File: config.mk
export PLATFORM = sky130hd
export DESIGN_NAME = instr_fetch
export DESIGN_NICKNAME = d
export VERILOG_FILES = /design/src/rtl/instr_fetch.sv
export SDC_FILE = /design/constraint.sdc
export NUM_CORES = 1
export LEC_CHECK = 0
export BUFFER_PORTS_ARGS = -buffer_cell sky130_fd_sc_hd__buf_4
export CAP_MARGIN = 5
export CORE_MARGIN = 2
export CORE_UTILIZATION = 56
export CTS_CLUSTER_DIAMETER = 50
export CTS_CLUSTER_SIZE = 28
export DETAILED_ROUTE_END_ITERATION = 12
export GPL_TIMING_DRIVEN = 0
export PLACE_DENSITY = 0.88
export SLEW_MARGIN = 20
export SYNTH_ARGS = -nofsm -noshare
export SYNTH_HDL_FRONTEND = slang
export SYNTH_SLANG_ARGS = --single-unit
File: constraint.sdc
create_clock -name clk_i -period 4.15 [get_ports clk_i]
set_input_delay 0.415 -clock clk_i [delete_from_list [all_inputs] [get_ports clk_i]]
set_output_delay 0.415 -clock clk_i [all_outputs]
set_load 0.03 [all_outputs]
File: src/rtl/instr_fetch.sv
// Instruction fetch stage: owns the PC, issues one instruction-memory request at a
// time, buffers the returned word for decode and applies branch/jump redirects.
module instr_fetch #(
    parameter logic [31:0] RESET_PC = 32'h0000_0000
) (
    input  logic        clk_i,
    input  logic        rst_i,
    output logic        imem_req_o,
    output logic [31:0] imem_addr_o,
    input  logic        imem_rvalid_i,
    input  logic [31:0] imem_rdata_i,
    input  logic        redirect_valid_i,
    input  logic [31:0] redirect_pc_i,
    output logic        out_valid_o,
    input  logic        out_ready_i,
    output logic [31:0] out_pc_o,
    output logic [31:0] out_instr_o,
    output logic [6:0]  out_instr_type_o,
    output logic        fetch_err_o
);

    typedef enum logic [1:0] {
        ST_IDLE  = 2'b00,
        ST_FETCH = 2'b01,
        ST_HOLD  = 2'b10,
        ST_HALT  = 2'b11
    } state_e;

    localparam logic [31:0] NOP_INSTR = 32'h0000_0013;

    state_e      state_q, state_d;
    logic [31:0] pc_q, pc_d;
    logic [31:0] req_addr_q, req_addr_d;
    logic        kill_q, kill_d;
    logic        halt_pend_q, halt_pend_d;
    logic [31:0] out_pc_q, out_pc_d;
    logic [31:0] out_instr_q, out_instr_d;
    logic        fetch_err_q, fetch_err_d;
    logic        redir_ok_s;
    logic        redir_bad_s;

    assign redir_ok_s  = redirect_valid_i && (redirect_pc_i[1:0] == 2'b00);
    assign redir_bad_s = redirect_valid_i && (redirect_pc_i[1:0] != 2'b00);

    // State register and datapath registers, synchronous reset.
    always_ff @(posedge clk_i) begin
        if (rst_i) begin
            state_q     <= ST_IDLE;
            pc_q        <= RESET_PC;
            req_addr_q  <= RESET_PC;
            kill_q      <= 1'b0;
            halt_pend_q <= 1'b0;
            out_pc_q    <= RESET_PC;
            out_instr_q <= NOP_INSTR;
            fetch_err_q <= 1'b0;
        end else begin
            state_q     <= state_d;
            pc_q        <= pc_d;
            req_addr_q  <= req_addr_d;
            kill_q      <= kill_d;
            halt_pend_q <= halt_pend_d;
            out_pc_q    <= out_pc_d;
            out_instr_q <= out_instr_d;
            fetch_err_q <= fetch_err_d;
        end
    end

    // Next-state logic: fetch sequencing, redirect handling and stale-response discard.
    always_comb begin
        state_d     = state_q;
        pc_d        = pc_q;
        req_addr_d  = req_addr_q;
        kill_d      = kill_q;
        halt_pend_d = halt_pend_q;
        out_pc_d    = out_pc_q;
        out_instr_d = out_instr_q;
        fetch_err_d = fetch_err_q;

        case (state_q)
            ST_IDLE: begin
                state_d    = ST_FETCH;
                req_addr_d = pc_q;
            end
            ST_FETCH: begin
                // The request address never moves until the response arrives.
                if (redir_bad_s) begin
                    fetch_err_d = 1'b1;
                    if (imem_rvalid_i) begin
                        state_d = ST_HALT;
                    end else begin
                        kill_d      = 1'b1;
                        halt_pend_d = 1'b1;
                    end
                end else if (redir_ok_s) begin
                    pc_d = redirect_pc_i;
                    if (imem_rvalid_i) begin
                        req_addr_d = redirect_pc_i;
                        kill_d     = 1'b0;
                        if (halt_pend_q) begin
                            state_d = ST_HALT;
                        end else begin
                            state_d = ST_FETCH;
                        end
                    end else begin
                        kill_d = 1'b1;
                    end
                end else if (imem_rvalid_i) begin
                    if (kill_q) begin
                        kill_d = 1'b0;
                        if (halt_pend_q) begin
                            state_d = ST_HALT;
                        end else begin
                            req_addr_d = pc_q;
                        end
                    end else begin
                        out_pc_d    = req_addr_q;
                        out_instr_d = imem_rdata_i;
                        pc_d        = req_addr_q + 32'd4;
                        state_d     = ST_HOLD;
                    end
                end else begin
                    state_d = ST_FETCH;
                end
            end
            ST_HOLD: begin
                // A redirect wins over the handshake; any handshake this cycle still completes.
                if (redir_bad_s) begin
                    fetch_err_d = 1'b1;
                    state_d     = ST_HALT;
                end else if (redir_ok_s) begin
                    pc_d       = redirect_pc_i;
                    req_addr_d = redirect_pc_i;
                    state_d    = ST_FETCH;
                end else if (out_ready_i) begin
                    req_addr_d = pc_q;
                    state_d    = ST_FETCH;
                end else begin
                    state_d = ST_HOLD;
                end
            end
            ST_HALT: begin
                state_d = ST_HALT;
            end
            default: begin
                state_d = ST_IDLE;
            end
        endcase
    end

    assign imem_req_o       = (state_q == ST_FETCH);
    assign imem_addr_o      = req_addr_q;
    assign out_valid_o      = (state_q == ST_HOLD);
    assign out_pc_o         = out_pc_q;
    assign out_instr_o      = out_instr_q;
    assign out_instr_type_o = out_instr_q[6:0];
    assign fetch_err_o      = fetch_err_q;

endmodule

[Yosys cells after proc, flatten, opt, wreduce, memory -nomap -nowiden]
Cells that the tools add are included.
Word-level totals
  output and inout port bits: 106
  bits in latches: 0
  word-level logic and storage cells: 79
  bits in writable memories: 0
  input port bits: 69
  bits in registers: 133
  memories: 0
  bits in read-only memories: 0
Operators by class
  reduce and logical (&&, ||, !) cells: 16
  equality and inequality tests: 16
  shift-type cells: 0
  $add $sub $neg: 1
  $mul: 0
  bitwise logic cells: 4
  mux-type cells: 34
  magnitude comparators: 0
  divide/modulo/power cells: 0
Operators with widths (count)
  32-bit 2-to-1 mux: 15
  32-bit case mux with 3 select lines: 1
  32-bit case mux with 2 select lines: 1
  32-bit by 3-bit adder with 32-bit output (second input constant): 1
  2-bit 2-to-1 mux: 11
  3-bit by 1-bit != test with 1-bit output (second input constant): 3
  3-bit AND reduction: 3
  2-bit case mux with 4 select lines: 1
  7-bit AND reduction: 1
  2-bit != test (second input constant): 3
  3-bit by 2-bit != test with 1-bit output (second input constant): 2
  3-bit != test (second input constant): 2
  6-bit by 3-bit != test with 1-bit output (second input constant): 1
  6-bit AND reduction: 1
  3-bit nonzero test: 2
  1-bit 2-to-1 mux: 5
  5-bit AND reduction: 1
  2-bit == test (second input constant): 2
  2-bit zero test: 2
  2-bit by 1-bit != test with 1-bit output (second input constant): 2
  1-bit inverter: 4
  2-bit nonzero test: 2
  2-bit by 1-bit == test with 1-bit output (second input constant): 1
  1-bit logical AND: 2
  other kinds (2): 2

[Logic depth before layout (Yosys ltp)]
Gate-level depths: netlist of run 1.
  depth in word-level cells: 6
  depth in mapped cells: 9
  depth with buffers taken out: 7

[Worst setup path before layout of run 1]
Ideal clock, no wire load.
  path kind: register to register
  start: reg state_q[1]
  end: reg out_pc_q[9] (netlist: out_pc_o[9])
  buffers on the path: 2
  data arrival time: 1988 ps
  cell stages (with the launch flop): 9
  period minus slack after synthesis: 2059 ps
  required time: 4080 ps
  setup time: 70 ps
  path slack: 2091 ps
  cells stage by stage: dfxtp_1 -> inv_1 -> ha_1 -> clkbuf_1 -> nand2_1 -> nor3_2 -> clkbuf_1 -> nand2_1 -> a21oi_1
Between the ends
  cells in the longest elaborated chain, start to end: 2
Ends and longest elaborated chain
  start: declaration: line 31  | state_e state_q, state_d;
  start signal: assignment: line 57  | state_q <= state_d;
  2-bit by 1-bit == test with 1-bit output
  via imem_req_o: line 8  | output logic imem_req_o,
  5-bit AND reduction (no source line)
  end signal: assignment: line 62  | out_pc_q <= out_pc_d;
  end: declaration: line 36  | logic [31:0] out_pc_q, out_pc_d;
The timed path passes the listed nets, and every way through them passes these cells.
A chain may end at the register's enable or synchronous reset.

[Worst setup path after layout of run 1]
  start: reg state_q[0]
  end: reg pc_q[3]
Between the ends
  cells in the longest elaborated chain, start to end: 3
  elaborated cells between the ends (all ways): 10
  those cells by class: eq/ne (7); mux (1); reduce/logical (2)
Ends and longest elaborated chain
  2-bit by 1-bit == test with 1-bit output / 2-bit == test (equally long branches): line 79  | case (state_q)
  3-bit by 2-bit != test with 1-bit output (no source line) (tied with other cells)
  6-bit AND reduction (no source line)
  end signal: assignment: line 58  | pc_q <= pc_d;
  end: declaration: line 32  | logic [31:0] pc_q, pc_d;
Several ways; a longest one is shown, not always the timed one.

==> results of run 1 <==
## logic make-up after synthesis
group | count (synthesis) | synth area share, %
flops | 133 | 43.3
mux | 3 | 0.508
fa+ha+maj | 6 | 1.22
buf+inv | 72 | 5.81
xor+xnor | 24 | 3.41
compound gates | 176 | 21.6
simple gates | 348 | 24.2
## worst max-delay path, delay by kind of cell (launching register included)
family	cells	cell delay [ps]
buf+inv	4	1070
simple gates	2	560
flops	1	430
compound gates	1	310
fa+ha+maj	1	220
## state kept, by name, indices dropped and copies added (netlist names)
| register | flops |
|---|---|
| halt_pend_q | 1 |
| out_pc_o | 32 |
| imem_addr_o | 32 |
| state_q | 2 |
| fetch_err_o | 1 |
| kill_q | 1 |
| out_instr_o | 32 |
| pc_q | 32 |
## report_power, final
part	internal (mW)	total, mW	leakage, nW	switching [mW]
Combinational	0.398	1.05	1.88	0.653
Clock	0.864	1.44	0.269	0.571
Sequential	1.40	1.56	1.08	0.156
Total	2.67	4.05	3.23	1.38
## layout make-up
class | instances | share of cell area [%]
well taps | 140 | 2.14
plain buffers | 65 | 4.05
flip-flops and latches | 133 | 32.5
clock buffers | 18 | 5.22
multi-input cells | 557 | 38.3
repair buffers | 173 | 15.9
inverters | 7 | 0.321
clock inverters | 12 | 1.62
## layout by cell type, fill, tap and decap left out, types with 15 or more instances in the layout
cell type and n:
a21oi_1 81, a311oi_2 28, buf_4 183, clkbuf_1 40
clkbuf_16 16, dfxtp_1 133, nand2_1 219, nand3_1 21
nor2_1 56, xor2_1 15
## layer usage
layer  vias to the layer above  GRT usage (%)
li1                       3025              -
met1                      2962           41.9
met2                       409           55.0
met3                        83           7.53
met4                         0           14.1
met5                         -              0
## Yosys cell counts (all sizes together) (2+ instances only)
master,n
and3,9
o211ai,3
and4,5
or2,2
and2,2
a31o,3
a21oi,81
a31oi,6
a211oi,4
nand2,219
a21boi,6
nand4,10
dfxtp,133
nor3,10
xor2,15
or4,2
buf,25
a211o,6
nor2,56
o21a,2
o22ai,7
nor4,3
mux2i,2
o41ai,2
nand3,22
ha,6
a221oi,4
xnor2,9
clkbuf,40
o221ai,5
o31ai,2
a311oi,31
nand2b,4
inv,7
o21ai,9
a22oi,2
## final timing paths
path                            slack, ps                 startpoint                           to  cells past startpoint
worst min register to register        450  out_pc_o[12]$_SDFFE_PP0P_    out_pc_o[12]$_SDFFE_PP0P_                      2
worst max-delay path                 1460    state_q[0]$_SDFFE_PP0P_         pc_q[3]$_SDFFE_PP0P_                      8
worst min-delay path                  100            imem_rdata_i[1]  out_instr_o[1]$_SDFFE_PP1P_                      3
worst max register to register       1460    state_q[0]$_SDFFE_PP0P_         pc_q[3]$_SDFFE_PP0P_                      8
## per-stage QoR
step           worst slack, ps  total power [mW]  cell area (µm²)
3_5_place_dp              1610              2.60             7630
6_report                  1460              4.05             8190
4_1_cts                   1560              4.02             8190
2_1_floorplan             2090              2.23             6160
5_1_grt                   1270              4.20             8190
3_3_place_gp              1720              2.58             7630
==> metrics.yaml, run 1 <==
outcome:
  status: "finished, violations left"
  violations: "design-rule violations"
synthesis:
  synth.cell_area_um2: 6160
  syn_inst: 762
  ys_top_cells_by_area: "dfxtp_1 (43%), nand2_1 (13%), a311oi_2 (6.8%)"
  ys.flop_type: "dfxtp_1"
  syn-num-nets: 837
  ys_ff_latch: 133
  netlist.area_leader.share_pct: 43.3
  synth_warnings: 0
  ys_types: 56
  synthArstFlopShare_pct: 0
  synth_enable_flop_cells: 0
  synth.avg_cell_area_um2: 8.08
  synth_top_cell_by_area: "dfxtp_1"
  synth.yosys.seq_area_share_pct: 43.3
power:
  power.density_nw_per_um2: 494
  ir_drop_v: 0.000302
  p_leak_nw: 3.23
place:
  place_congestion: 0.942
  portBuffers: 173
  dp_hpwl_mm: 13.1
  dp.cells: 1075
clocking:
  h-tree-depth: 4
  clk_path_buf_depth: 2
  cts_root_buf: "clkbuf_8"
  post-cts-setup-buffers: 0
  cts_made_buffers: 17
  cts_hold_buf: 0
  clkLatencyLatePin_ps: 520
  path_clk_slew_ps: 60
  cts.sink_count: 133
  cts_tree: "done"
  ctsResizeCount: 0
critical_path:
  end_kind: "flop"
  crit_path_cell_trace: "inv_1 -> ha_1 -> clkbuf_1 -> nor2_1 -> buf_2 -> clkbuf_1 -> nand2_1 -> a311oi_1"
  crit_arrival_ps: 3100
  required_ps: 4560
  path_common_cell: "clkbuf_1"
  crit_path_max_incr_delay_ps: 430
  crit_slowest_cell: "dfxtp_1"
  cp-start-kind: "flop"
  path_class: "flop to flop"
  crit_fanout: 10
cells_and_area:
  seq_area_um2: 2660
  multi_input_area_um2: 3140
  utilization_pct: 75.9
  syn2layout_area_growth_pct: 33.0
  layoutNonFillerInstCount: 1105
  antenna_cells: 0
  final_net_count: 1029
  drive_above_1_share_pct: 27.5
  n_fill_cell: 817
timing:
  clock_skew_ps: 6.70
  max_clock_freq_mhz: 372
  rsz0062_at_grt: "false"
  max_slew_margin_pct: 39.7
  worst_pin_slew_ps: 900
  tns_ps: 0
  period_share_pct: 64.8
  setup_violations: 0
  hold_viol_final: 0
  fin_hold_ws_ps: 97.1
  min_period_ps: 2690
  slew_viol_final: 0
detailed_routing:
  routedWlPerCell_um: 17.6
  dr_wl_met3_mm: 1.91
  routed_wl_mm: 19.5
  wl_met2_mm: 9.38
  drt_iter0_markers: 722
  dr.pass1.iters: 11
  post-route-drc-count: 2
  topRoutingLayerUsed: "met4"
  via_per_inst: 5.86
  drtAntennaViolNets: 0
  drt-met1-wl_mm: 7.55
  vias: 6479
global_route:
  grt_use_total_pct: 33.3
  grt_pass1_vias: 6115
  grt_max_degree: 17
  grt_pass1_wl_mm: 30.5
  antenna_found_initial: 0
  overflow: 0
die:
  io-pin-count: 175
  dieArea_um2: 11800
  fp.coreArea_um2: 10800
  rows: 38
  die_w_um: 109
  die_h_um: 109
  start_util_pct: 57.0
flow_run:
  drv_cap: 0
hold_path:
  hold_path.class: "input port to flop"
(Power assumes the default switching activity.)
==> run 2: changes to the inputs <==
--- a/config.mk
+++ b/config.mk
@@ -8,12 +8,12 @@
 export BUFFER_PORTS_ARGS = -buffer_cell sky130_fd_sc_hd__buf_4
 export CAP_MARGIN = 5
 export CORE_MARGIN = 2
-export CORE_UTILIZATION = 56
+export CORE_UTILIZATION = 52
 export CTS_CLUSTER_DIAMETER = 50
 export CTS_CLUSTER_SIZE = 28
 export DETAILED_ROUTE_END_ITERATION = 12
 export GPL_TIMING_DRIVEN = 0
-export PLACE_DENSITY = 0.88
+export PLACE_DENSITY = 0.83
 export SLEW_MARGIN = 20
 export SYNTH_ARGS = -nofsm -noshare
 export SYNTH_HDL_FRONTEND = slang
==> constraint.sdc (replaced) <==
create_clock -name clk_i -period 2.66 [get_ports clk_i]
set_input_delay 0.266 -clock clk_i [delete_from_list [all_inputs] [get_ports clk_i]]
set_output_delay 0.266 -clock clk_i [all_outputs]
set_load 0.03 [all_outputs]
==> metrics.yaml, run 2 (synthesis results as in run 1) <==
outcome:
  status: "finished clean"
global_route:
  grt_max_degree: 17
  grt_pass1_vias: 6096
  overflow: 0
  grt_use_total_pct: 29.8
  grt_pass1_wl_mm: 30.0
  antenna_found_initial: 0
timing:
  setup_violations: 0
  hold_viol_final: 0
  clock_skew_ps: 7.79
  worst_pin_slew_ps: 799
  min_period_ps: 2570
  max_slew_margin_pct: 46.7
  tns_ps: 0
  rsz0062_at_grt: "false"
  period_share_pct: 96.5
  slew_viol_final: 0
  max_clock_freq_mhz: 389
clocking:
  clkLatencyLatePin_ps: 430
  cts.sink_count: 133
  cts_made_buffers: 17
  h-tree-depth: 4
  path_clk_slew_ps: 60
  cts_root_buf: "clkbuf_16"
  cts_hold_buf: 0
  cts_tree: "done"
  clk_path_buf_depth: 2
cells_and_area:
  seq_area_um2: 2660
  mostFrequentLayoutCell: "nand2_1"
  antenna_cells: 0
  final_cell_mix: "nand2_1 (219), buf_4 (183), dfxtp_1 (133)"
  syn2layout_area_growth_pct: 32.5
  final_net_count: 1028
  n_fill_cell: 954
  drive_above_1_share_pct: 27.5
  layoutNonFillerInstCount: 1109
  multi_input_area_um2: 3140
hold_path:
  whs_path_depth: 3
  hp-start: "imem_rdata_i[1]"
  hold_path.class: "input port to flop"
place:
  dp.cells: 1078
  dp_hpwl_mm: 13.3
  place_congestion: 0.930
  portBuffers: 173
die:
  fp.coreArea_um2: 11500
  dieArea_um2: 12700
  start_util_pct: 53.7
  rows: 39
  die_h_um: 113
  io-pin-count: 175
  die_w_um: 113
critical_path:
  required_ps: 2990
  crit_start: "state_q[0]$_SDFFE_PP0P_"
  crit_arrival_ps: 2900
  crit_fanout: 10
  r2r-start: "state_q[0]$_SDFFE_PP0P_"
  path_class: "flop to flop"
  end_kind: "flop"
  r2r_cells: 7
  cp-start-kind: "flop"
detailed_routing:
  drtAntennaViolNets: 0
  post-route-drc-count: 0
  routed_wl_mm: 18.9
  vias: 6323
  drt_iter0_markers: 513
  routedWlPerCell_um: 17.0
  via_per_inst: 5.70
  dr.pass1.iters: 5
flow_run:
  drv_cap: 0
power:
  power_frac_seq_pct: 39.7
  ir_drop_v: 0.000486
  p_leak_nw: 3.22
  power.density_nw_per_um2: 752
  sw_frac_of_total_pct: 34.3
  p_sw_mw: 2.10
  combinationalPowerShare_pct: 26.4
  clkPwrFrac_pct: 33.9
  internal-power_mw: 4.03
## run 2: cell count changes in the layout (fill, tap and decap cells not counted)
cell,previous run,this run
clkinv_2,3,11
clkinv_4,3,0
bufinv_16,2,0
clkinvlp_4,3,1
clkbuf_16,16,17
inv_6,1,0
nor3_2,2,1
nor3_4,0,1
## run 2: stage by stage
stage          hold WS [ps]  cell area, µm²  utilization (%)  setup slack, ps  power, mW
2_1_floorplan           390            6160                -              601       3.48
3_3_place_gp            441            7630             66.6              150       4.03
3_5_place_dp            445            7630             66.6              150       4.06
4_1_cts                40.4            8150             71.1              121       6.11
5_1_grt                51.0            8160             71.1             14.7       6.38
6_report               47.2            8160             71.1             92.0       6.13
## run 2: path summary, 6_finish.rpt
check | slack, ps | end
worst max-delay path | 90 | imem_addr_o[8]$_SDFFE_PP0P_
worst min-delay path | 50 | out_instr_o[1]$_SDFFE_PP1P_
worst max register to register | 90 | imem_addr_o[8]$_SDFFE_PP0P_
worst min register to register | 450 | pc_q[4]$_SDFFE_PP0P_
## run 2: layout make-up
class,count,area share (%)
Tap cell,143,2.19
Clock buffer,20,5.60
Timing Repair Buffer,173,15.9
Multi-Input combinational cell,557,38.5
Buffer,64,4.02
Inverter,7,0.322
Sequential cell,133,32.6
Clock inverter,12,0.767
## run 2: routing by layer
metal	track usage (%)	up-vias	part of all wire [%]
li1	-	3018	-
met1	37.6	2951	41
met2	48.3	295	47
met3	6.43	59	8.2
met4	15.3	0	3.9
met5	0	-	0
## run 2: worst max-delay path: stages, from the launching register on
cell,delay [ps]
dfxtp_1,420
inv_1,90
ha_1,360
inv_1,70
nor3_1,550
clkbuf_1,530
nand2_1,180
a311oi_2,270
## run 2: power by group through the flow
stage          Sequential, mW  Combinational (mW)  Clock [mW]
2_1_floorplan            2.65               0.834           0
3_3_place_gp             2.46                1.57           0
3_5_place_dp             2.46                1.59           0
4_1_cts                  2.43                1.61        2.08
5_1_grt                  2.46                1.73        2.18
6_report                 2.44                1.62        2.08
## run 2: repair_timing
| action | 4_1_cts | 5_1_grt |
|---|---|---|
| endpoints found under the setup margin | 0 | 44 |
| gates resized for setup | 0 | 1 |
| buffers inserted | 0 | 0 |
